**src/rtl/mem_arb_pkg.sv**
```systemverilog
// Shared types and constants for the instruction/data memory arbiter.
// Holds the FSM state encoding, default widths and the alignment helpers.
package mem_arb_pkg;

  localparam int ADDR_W_DEF       = 64;
  localparam int DATA_W_DEF       = 64;
  localparam int MAX_D_STREAK_DEF = 4;
  localparam int STREAK_W         = 4;
  localparam int WORD_W           = 32;

  localparam logic [2:0] DW_ALIGN_MASK = 3'b111;
  localparam logic [1:0] W_ALIGN_MASK  = 2'b11;

  typedef enum logic [2:0] {
    IDLE,
    BUSY_I,
    BUSY_D,
    RESP_I,
    RESP_D
  } arb_state_e;

  function automatic logic dw_misaligned(input logic [2:0] lsb);
    return (lsb & DW_ALIGN_MASK) != 3'b000;
  endfunction

  function automatic logic w_misaligned(input logic [1:0] lsb);
    return (lsb & W_ALIGN_MASK) != 2'b00;
  endfunction

endpackage

```
**src/rtl/arb_streak_ctr.sv**
```systemverilog
// Saturating count of consecutive data grants made while a fetch is waiting.
// force_i tells the arbiter to give the next grant to the fetch port.
module arb_streak_ctr
  import mem_arb_pkg::*;
#(
  parameter int MAX_D_STREAK = MAX_D_STREAK_DEF
) (
  input  logic clk,
  input  logic rst,
  input  logic d_grant,
  input  logic i_grant,
  input  logic i_req,
  input  logic idle,
  output logic force_i
);

  localparam logic [STREAK_W-1:0] MAX_CNT = STREAK_W'(MAX_D_STREAK);

  logic [STREAK_W-1:0] cnt_q;
  logic [STREAK_W-1:0] cnt_d;

  always_comb begin
    cnt_d = cnt_q;
    if (i_grant) begin
      cnt_d = '0;
    end else if (d_grant && i_req) begin
      if (cnt_q < MAX_CNT) cnt_d = cnt_q + 1'b1;
    end else if (idle && !i_req) begin
      cnt_d = '0;
    end
  end

  always_ff @(posedge clk or negedge rst) begin
    if (!rst) cnt_q <= '0;
    else      cnt_q <= cnt_d;
  end

  assign force_i = (cnt_q >= MAX_CNT);

endmodule

```
**src/rtl/mem_arbiter.sv**
```systemverilog
// Arbitrates the CPU fetch and data ports onto one single-port memory,
// running one req/ack transaction at a time with data-port priority.
module mem_arbiter
  import mem_arb_pkg::*;
#(
  parameter int ADDR_W       = ADDR_W_DEF,
  parameter int DATA_W       = DATA_W_DEF,
  parameter int MAX_D_STREAK = MAX_D_STREAK_DEF
) (
  input  logic              clk,
  input  logic              rst,
  input  logic              i_req,
  input  logic [ADDR_W-1:0] i_addr,
  output logic              i_ack,
  output logic [WORD_W-1:0] i_rdata,
  output logic              i_err,
  input  logic              d_req,
  input  logic              d_we,
  input  logic [ADDR_W-1:0] d_addr,
  input  logic [DATA_W-1:0] d_wdata,
  output logic              d_ack,
  output logic [DATA_W-1:0] d_rdata,
  output logic              d_err,
  output logic              mem_req,
  output logic              mem_we,
  output logic [ADDR_W-1:0] mem_addr,
  output logic [DATA_W-1:0] mem_wdata,
  input  logic              mem_ack,
  input  logic [DATA_W-1:0] mem_rdata
);

  arb_state_e        state_q,     state_d;
  logic              mem_req_q,   mem_req_d;
  logic              mem_we_q,    mem_we_d;
  logic [ADDR_W-1:0] mem_addr_q,  mem_addr_d;
  logic [DATA_W-1:0] mem_wdata_q, mem_wdata_d;
  logic              i_ack_q,     i_ack_d;
  logic [WORD_W-1:0] i_rdata_q,   i_rdata_d;
  logic              i_err_q,     i_err_d;
  logic              i_sel_q,     i_sel_d;
  logic              d_ack_q,     d_ack_d;
  logic [DATA_W-1:0] d_rdata_q,   d_rdata_d;
  logic              d_err_q,     d_err_d;

  logic d_grant;
  logic i_grant;
  logic force_i;
  logic idle;

  assign idle = (state_q == IDLE);

  arb_streak_ctr #(
    .MAX_D_STREAK(MAX_D_STREAK)
  ) u_streak (
    .clk    (clk),
    .rst    (rst),
    .d_grant(d_grant),
    .i_grant(i_grant),
    .i_req  (i_req),
    .idle   (idle),
    .force_i(force_i)
  );

  always_comb begin
    state_d     = state_q;
    mem_req_d   = mem_req_q;
    mem_we_d    = mem_we_q;
    mem_addr_d  = mem_addr_q;
    mem_wdata_d = mem_wdata_q;
    i_ack_d     = i_ack_q;
    i_rdata_d   = i_rdata_q;
    i_err_d     = i_err_q;
    i_sel_d     = i_sel_q;
    d_ack_d     = d_ack_q;
    d_rdata_d   = d_rdata_q;
    d_err_d     = d_err_q;
    d_grant     = 1'b0;
    i_grant     = 1'b0;

    unique case (state_q)
      IDLE: begin
        // Data wins unless a waiting fetch has been passed over too often.
        if (d_req && (!i_req || !force_i)) begin
          d_grant = 1'b1;
          if (dw_misaligned(d_addr[2:0])) begin
            state_d   = RESP_D;
            d_ack_d   = 1'b1;
            d_err_d   = 1'b1;
            d_rdata_d = '0;
          end else begin
            state_d     = BUSY_D;
            mem_req_d   = 1'b1;
            mem_we_d    = d_we;
            mem_addr_d  = {d_addr[ADDR_W-1:3], 3'b000};
            mem_wdata_d = d_wdata;
          end
        end else if (i_req) begin
          i_grant = 1'b1;
          if (w_misaligned(i_addr[1:0])) begin
            state_d   = RESP_I;
            i_ack_d   = 1'b1;
            i_err_d   = 1'b1;
            i_rdata_d = '0;
          end else begin
            state_d     = BUSY_I;
            mem_req_d   = 1'b1;
            mem_we_d    = 1'b0;
            mem_addr_d  = {i_addr[ADDR_W-1:3], 3'b000};
            mem_wdata_d = '0;
            i_sel_d     = i_addr[2];
          end
        end
      end
      BUSY_I: begin
        if (mem_ack) begin
          state_d   = RESP_I;
          mem_req_d = 1'b0;
          mem_we_d  = 1'b0;
          i_ack_d   = 1'b1;
          i_rdata_d = i_sel_q ? mem_rdata[2*WORD_W-1:WORD_W] : mem_rdata[WORD_W-1:0];
        end
      end
      BUSY_D: begin
        if (mem_ack) begin
          state_d   = RESP_D;
          mem_req_d = 1'b0;
          mem_we_d  = 1'b0;
          d_ack_d   = 1'b1;
          // Stores return zero so the CPU never sees stale memory contents.
          d_rdata_d = mem_we_q ? '0 : mem_rdata;
        end
      end
      RESP_I: begin
        state_d   = IDLE;
        i_ack_d   = 1'b0;
        i_rdata_d = '0;
        i_err_d   = 1'b0;
      end
      RESP_D: begin
        state_d   = IDLE;
        d_ack_d   = 1'b0;
        d_rdata_d = '0;
        d_err_d   = 1'b0;
      end
      default: state_d = IDLE;
    endcase
  end

  always_ff @(posedge clk or negedge rst) begin
    if (!rst) begin
      state_q     <= IDLE;
      mem_req_q   <= 1'b0;
      mem_we_q    <= 1'b0;
      mem_addr_q  <= '0;
      mem_wdata_q <= '0;
      i_ack_q     <= 1'b0;
      i_rdata_q   <= '0;
      i_err_q     <= 1'b0;
      i_sel_q     <= 1'b0;
      d_ack_q     <= 1'b0;
      d_rdata_q   <= '0;
      d_err_q     <= 1'b0;
    end else begin
      state_q     <= state_d;
      mem_req_q   <= mem_req_d;
      mem_we_q    <= mem_we_d;
      mem_addr_q  <= mem_addr_d;
      mem_wdata_q <= mem_wdata_d;
      i_ack_q     <= i_ack_d;
      i_rdata_q   <= i_rdata_d;
      i_err_q     <= i_err_d;
      i_sel_q     <= i_sel_d;
      d_ack_q     <= d_ack_d;
      d_rdata_q   <= d_rdata_d;
      d_err_q     <= d_err_d;
    end
  end

  assign mem_req   = mem_req_q;
  assign mem_we    = mem_we_q;
  assign mem_addr  = mem_addr_q;
  assign mem_wdata = mem_wdata_q;
  assign i_ack     = i_ack_q;
  assign i_rdata   = i_rdata_q;
  assign i_err     = i_err_q;
  assign d_ack     = d_ack_q;
  assign d_rdata   = d_rdata_q;
  assign d_err     = d_err_q;

endmodule
```
**config.mk**
```make
export PLATFORM = sky130hd
export DESIGN_NAME = mem_arbiter
export DESIGN_NICKNAME = d
export VERILOG_FILES = /design/src/rtl/mem_arb_pkg.sv /design/src/rtl/arb_streak_ctr.sv /design/src/rtl/mem_arbiter.sv
export SDC_FILE = /design/constraint.sdc
export NUM_CORES = 1
export LEC_CHECK = 0
export ABC_AREA = 1
export ABC_CLOCK_PERIOD_IN_PS = 2200
export BUFFER_PORTS_ARGS = -buffer_cell sky130_fd_sc_hd__buf_2
export CAP_MARGIN = 20
export CORE_AREA = 2 2 192 194
export CTS_CLUSTER_SIZE = 16
export DETAILED_ROUTE_END_ITERATION = 10
export DIE_AREA = 0 0 194 196
export SETUP_SLACK_MARGIN = 0.05
export SYNTH_ARGS = -nofsm -noshare
export SYNTH_HDL_FRONTEND = slang
export SYNTH_HIERARCHICAL = 1
export SYNTH_SLANG_ARGS = --single-unit
```
**constraint.sdc**
```tcl
create_clock -name clk -period 2.2 [get_ports clk]
set_input_delay 0.11 -clock clk [delete_from_list [all_inputs] [get_ports clk]]
set_output_delay 0.11 -clock clk [all_outputs]
set_load 0.03 [all_outputs]
```
# --- After elaboration in Yosys (flattened, before gate mapping) ---
# Cells that the tools add are included.
word_totals:
  input_bits: 262
  regBits: 238
  out_inout_bits: 230
op_classes:
  bitwise: 2
  mux: 56
  n_eq_ne: 18
  reduce_logical: 26
  addsub: 1
  magnitude_cmp: 2
op_table:
  columns: ["op", "count"]
  rows:
  - ["64-bit two-way mux", 12]
  - ["64-bit one-hot mux with 3 select lines", 1]
  - ["32-bit two-way mux", 5]
  - ["32-bit one-hot mux with 3 select lines", 1]
  - ["1-bit two-way mux", 20]
  - ["2-bit != test, second input constant", 9]
  - ["4-bit two-way mux", 4]
  - ["4-bit AND reduction", 4]
  - ["3-bit two-way mux", 5]
  - ["3-bit != test, second input constant", 4]
  - ["3-bit nonzero test", 4]
  - ["5-bit AND reduction", 2]
  - ["2-bit nonzero test", 5]
  - ["3-bit one-hot mux with 3 select lines", 1]
  - ["1-bit one-hot mux with 2 select lines", 4]
  - ["3-bit by 2-bit equality test with 1-bit output, second input constant", 2]
  - ["1-bit one-hot mux with 3 select lines", 2]
  - ["3-bit AND reduction", 2]
  - ["4-bit by 1-bit adder with 4-bit output, second input constant", 1]
  - ["4-bit by 3-bit greater-or-equal comparator with 1-bit output, second input constant", 1]
  - ["4-bit by 3-bit < comparator with 1-bit output, second input constant", 1]
  - ["3-bit by 1-bit equality test with 1-bit output, second input constant", 1]
  - ["3-bit equality test, second input constant", 1]
  - ["1-bit logical AND", 3]
  - ["8 further kinds", 10]

# --- Logic depth before layout (Yosys ltp) ---
depth:
  word_depth: 9
  mapped_depth: 13
  depth_no_buf: 11

# --- Hierarchy ---
# Netlist, hierarchy kept.
by_module_without_submodules:
  columns: ["module", "seq_area_each_um2", "instances", "area_per_inst_um2", "cells_each"]
  rows:
  - ["mem_arbiter", 5780.5, 1, 10209.8, 1154]
  - ["arb_streak_ctr", 100.1, 1, 234.0, 27]

# --- Least setup slack after synthesis ---
# No wires, ideal clock.
synth_path:
  path_kind: "reg-to-reg"
  from: "register u_streak.cnt_q[3]"
  to: "register mem_wdata_q[56] (netlist: mem_wdata[56])"
  setup_time_ns: 0.130
  stages_incl_launch_ff: 13
  t_arrival_ns: 1.562
  period_less_slack_ns: 1.693
  path_slack_ns: 0.507
  n_path_buf: 4
  required_time_ns: 2.070
  cell_sequence: "dfrtp_1 nor2_4 inv_1 nand2_1 nand2_2 buf_4 a21oi_4 nand2_4 buf_6 buf_6 buf_6 nand2_1 o21ai_1"
synth_via:
  elab_chain_cells: 6
  word_cells_on_any_way: 9
  classes_between: "1 x order compare; 2 x eq/ne; 1 x mux; 5 x reduce/logical"
synth_lines:
  columns: ["item", "line_no", "rtl"]
  rows:
  - ["start, declared", "arb_streak_ctr.sv:19", "logic [STREAK_W-1:0] cnt_q;"]
  - ["start signal, assigned", "arb_streak_ctr.sv:35", "else cnt_q <= cnt_d;"]
  - ["4-bit by 3-bit greater-or-equal comparator with 1-bit output *", "arb_streak_ctr.sv:38", "assign force_i = (cnt_q >= MAX_CNT);"]
  - ["net force_i", "mem_arbiter.sv:47", "logic force_i;"]
  - ["1-bit zero test *", "mem_arbiter.sv:83", "if (d_req && (!i_req || !force_i)) begin"]
  - ["1-bit logical OR *", "mem_arbiter.sv:83", null]
  - ["1-bit logical AND *", "mem_arbiter.sv:83", null]
  - ["2-bit != test (no line) / 2-bit nonzero test (equally long branches)", null, null]
  - ["4-bit AND reduction (no line)", null, null]
  - ["end signal, assigned", "mem_arbiter.sv:168", "mem_wdata_q <= mem_wdata_d;"]
  - ["end, declared", "mem_arbiter.sv:36", "logic [DATA_W-1:0] mem_wdata_q, mem_wdata_d;"]
# Mark *: on every way through the listed nets, which the timed path passes. The rest lies on a longest branch.
# A chain may end at the register's enable or synchronous reset.

# --- Final worst setup path ---
layout_path:
  from: "register u_streak.cnt_q[3]"
  to: "register mem_addr_q[39] (netlist: mem_addr[39])"
layout_via:
  elab_chain_cells: 6
  word_cells_on_any_way: 9
  classes_between: "1 x order compare; 2 x eq/ne; 1 x mux; 5 x reduce/logical"
layout_lines:
  columns: ["item", "line_no", "rtl"]
  rows:
  - ["4-bit by 3-bit greater-or-equal comparator with 1-bit output *", "arb_streak_ctr.sv:38", null]
  - ["net force_i", "mem_arbiter.sv:47", null]
  - ["1-bit zero test *", "mem_arbiter.sv:83", null]
  - ["1-bit logical OR *", "mem_arbiter.sv:83", null]
  - ["1-bit logical AND *", "mem_arbiter.sv:83", null]
  - ["2-bit != test (no line) / 2-bit nonzero test (equally long branches)", null, null]
  - ["4-bit AND reduction (no line)", null, null]
  - ["end signal, assigned", "mem_arbiter.sv:167", "mem_addr_q <= mem_addr_d;"]
  - ["end, declared", "mem_arbiter.sv:35", "logic [ADDR_W-1:0] mem_addr_q, mem_addr_d;"]
# Marked as above.

==> summary.txt <==
Synthesis
  • Top cells by area, synth: dfrtp_1 56%, nand2_1 17%, mux2i_1 5.8%
  • Area of the mapped netlist: 10400 um^2
  • Post-synthesis area per instance: 8.84 um^2
  • Mapped Cells: 1181
  • Post-synth ARST share: 1.00
  • FF+latch count, synth: 235
  • Synth top area share: 0.563
  • Synth cell types: 31
  • Post-synth EDFFs: 0
  • Top-count cell post-synth: nand2_1
  • Syn. warnings: 6
  • Largest area contributor in the netlist: dfrtp_1
  • Seq/Total Area, Yosys: 0.563
  • Commonest cells post-synth: 472 x nand2_1, 235 x dfrtp_1, 116 x o21ai_1
  • Synth Flop Type: dfrtp_1

Clocking
  • Sink Count: 235
  • Skew-Pair Late Insertion Delay: 0.56 ns
  • Worst-path clk slew: 0.06 ns
  • Max clock buf depth: 3
  • CTS buffer count: 28
  • CTS Root Cell: clkbuf_16
  • H-tree levels: 1
  • CTS tree: yes

Worst setup path
  • Worst Path Arrival: 2.48 ns
  • Worst endpoint required time: 2.61 ns
  • Startpoint class of the critical path: flop
  • Largest fanout on the critical path: 31
  • Reg2reg path depth: 8
  • Setup CP Type: reg2reg
  • CP endpoint kind: flop

Timing
  • Tcrit/Tclk final: 0.940
  • Slew Limit Fails: 0
  • Max transition margin: 0.639
  • Fin Setup TNS: 0 ns
  • Final setup viols: 0
  • Fmax: 484 MHz
  • RSZ-0062 raised after global routing: true
  • Skew final: 0.0365 ns
  • Tmin final: 2.07 ns
  • Hold Fails Final Rpt: 0
  • Worst-margin pin slew: 0.542 ns

Floorplanning
  • Io pins: 492
  • Die height: 196 um
  • Starting density of the core: 0.289
  • # rows: 70
  • Die Wd: 194 um
  • Core footprint: 36100 um^2
  • Die area: 38000 um^2

Drt
  • Post-route DRC: 0
  • DRT antenna net count: 0
  • Vias: 11000
  • Avg Vias per Cell: 4.59
  • Initial drt markers: 495
  • Detailed Routing Iterations Pass 1: 5
  • Routed WL per cell: 16.8 um
  • Total Routed Length: 40300 um

Global routing
  • Largest net degree at the start of global routing: 69
  • First-pass GRT wire length: 61800 um
  • Initial antenna violation count: 3
  • Total congestion overflow: 0
  • Vias in the first global route: 11300
  • All-Layer GR Usage: 0.202

Hold path
  • Hold depth: 5
  • Worst Hold Class: in2reg

Pwr
  • Pleak: 0.00908 uW
  • Switching Fraction: 0.466
  • VDD IR-drop max: 1.01 mV
  • Overall power: 23300 uW
  • Comb power frac: 0.490
  • Clock power frac: 0.204
  • NetSw: 10900 uW
  • Power per Cell Area: 1360 nW/um^2
  • Cell internal pwr: 12500 uW
  • Sequential group share of total power: 0.306

Place
  • Placed cell count: 2090
  • DP Wirelength: 26400 um
  • I/O Buffers: 488
  • Gpl congestion: 0.835

Final layout
  • Layout cells sized above 1: 0.310
  • Syn-to-layout area delta: 64.0%
  • Final Net Count: 2177
  • Post-Layout Cell Count: 2405

Flow run
  • Max-cap violations: 0

Run status
  • Status: complete, no violations
==> per-layer routing <==
metal | vias up | global-route usage | wire length (um)
li1 | 5320 | - | -
met1 | 5173 | 0.239 | 16000
met2 | 469 | 0.359 | 20200
met3 | 85 | 0.0437 | 2820
met4 | 2 | 0.0721 | 1340
met5 | - | 0 | 7
==> through the flow <==
stage	hold slack (ns)	utilization	instance area (um^2)	setup WS, ns
6_report	0.0381	0.475	17100	0.133
3_3_place_gp	0.113	0.373	13500	0.262
2_1_floorplan	-0.186	-	10500	0.507
3_5_place_dp	0.114	0.373	13500	0.219
4_1_cts	0.00695	0.471	17000	0.0892
5_1_grt	0.0826	0.475	17100	0.0106
==> flip-flops by register name, summed over array words and instances, names as in the netlist <==
signal          flops
d_rdata            64
mem_wdata          64
mem_addr           61
i_rdata            32
u_streak/cnt_q      4
state_q             3
d_ack               1
d_err               1
i_ack               1
i_err               1
i_sel_q             1
mem_req             1
mem_we              1
==> what timing repair did <==
action / CTS / global route
buffers inserted: 0 / 3
hold buffers: 257 / 0
setup endpoints to repair: 0 / 56
gates resized for setup: 0 / 22
hold endpoints to repair: 386 / 0
==> critical path: stages, from the launching register on <==
cell	delay, ns
dfrtp_1	0.38
nor2_4	0.06
inv_1	0.06
nand2_2	0.06
nand2_4	0.16
buf_16	0.24
mux2i_1	0.24
dlygate4sd3_1	0.59
o21ai_1	0.07
==> cell type report <==
cell class / count / area, um^2
clock buffers: 42 / 813
multi-input cells: 846 / 4090
clock inverters: 9 / 140
fillers: 3336 / 19000
repair buffers: 785 / 5550
inverters: 18 / 67.6
well taps: 468 / 586
flip-flops and latches: 235 / 5880
diodes: 2 / 5.00
==> layout by cell type, fill, tap and decap left out, types with 6 or more instances in the layout <==
master and count:
mux2i_1 59, clkbuf_16 29, dfrtp_1 235, buf_12 12, dlygate4sd3_1 244, o21ai_2 6, inv_1 15, dlymetal6s4s_1 13
nand3_1 43, a21oi_1 34, o21ai_0 72, clkbuf_8 6, nand2_1 470, buf_2 487, clkbuf_1 8, nor2_1 14
o21ai_1 115, buf_4 24
==> cell families (layout without fill, tap and decap cells) <==
| group | count (synthesis) | after routing | share of synthesized area |
|---|---|---|---|
| AOI/OAI and AO/OA | 233 | 233 | 0.117 |
| adders and majority gates | 1 | 1 | 0.00120 |
| buffers and inverters | 103 | 854 | 0.0521 |
| DFF | 235 | 235 | 0.563 |
| muxes | 61 | 61 | 0.0585 |
| other | 1 | 5 | 0.000359 |
| and+or+nand+nor | 547 | 548 | 0.208 |
==> path summary, 6_finish.rpt <==
kind	from	slack (ns)	end
worst max-delay path	u_streak/cnt_q[3]$_DFFE_PN0P_	0.13	mem_addr[39]$_DFFE_PN0P_
worst min-delay path	d_addr[1]	0.04	d_err$_DFFE_PN0P_
worst max register to register	u_streak/cnt_q[3]$_DFFE_PN0P_	0.13	mem_addr[39]$_DFFE_PN0P_
worst min register to register	i_rdata[16]$_DFFE_PN0P_	0.47	i_rdata[16]$_DFFE_PN0P_
max in group asynchronous	rst	1.34	i_rdata[0]$_DFFE_PN0P_
min in group asynchronous	rst	0.11	d_rdata[39]$_DFFE_PN0P_
==> power groups by stage <==
stage / sequential, uW / combinational, uW / clock, uW
6_report: 7130 / 11400 / 4760
5_1_grt: 7370 / 12300 / 5070
4_1_cts: 7120 / 11200 / 4880
3_5_place_dp: 7140 / 10800 / 0
3_3_place_gp: 7110 / 10700 / 0
2_1_floorplan: 10600 / 3530 / 0
No activity file was read; power rests on OpenSTA's default activity.
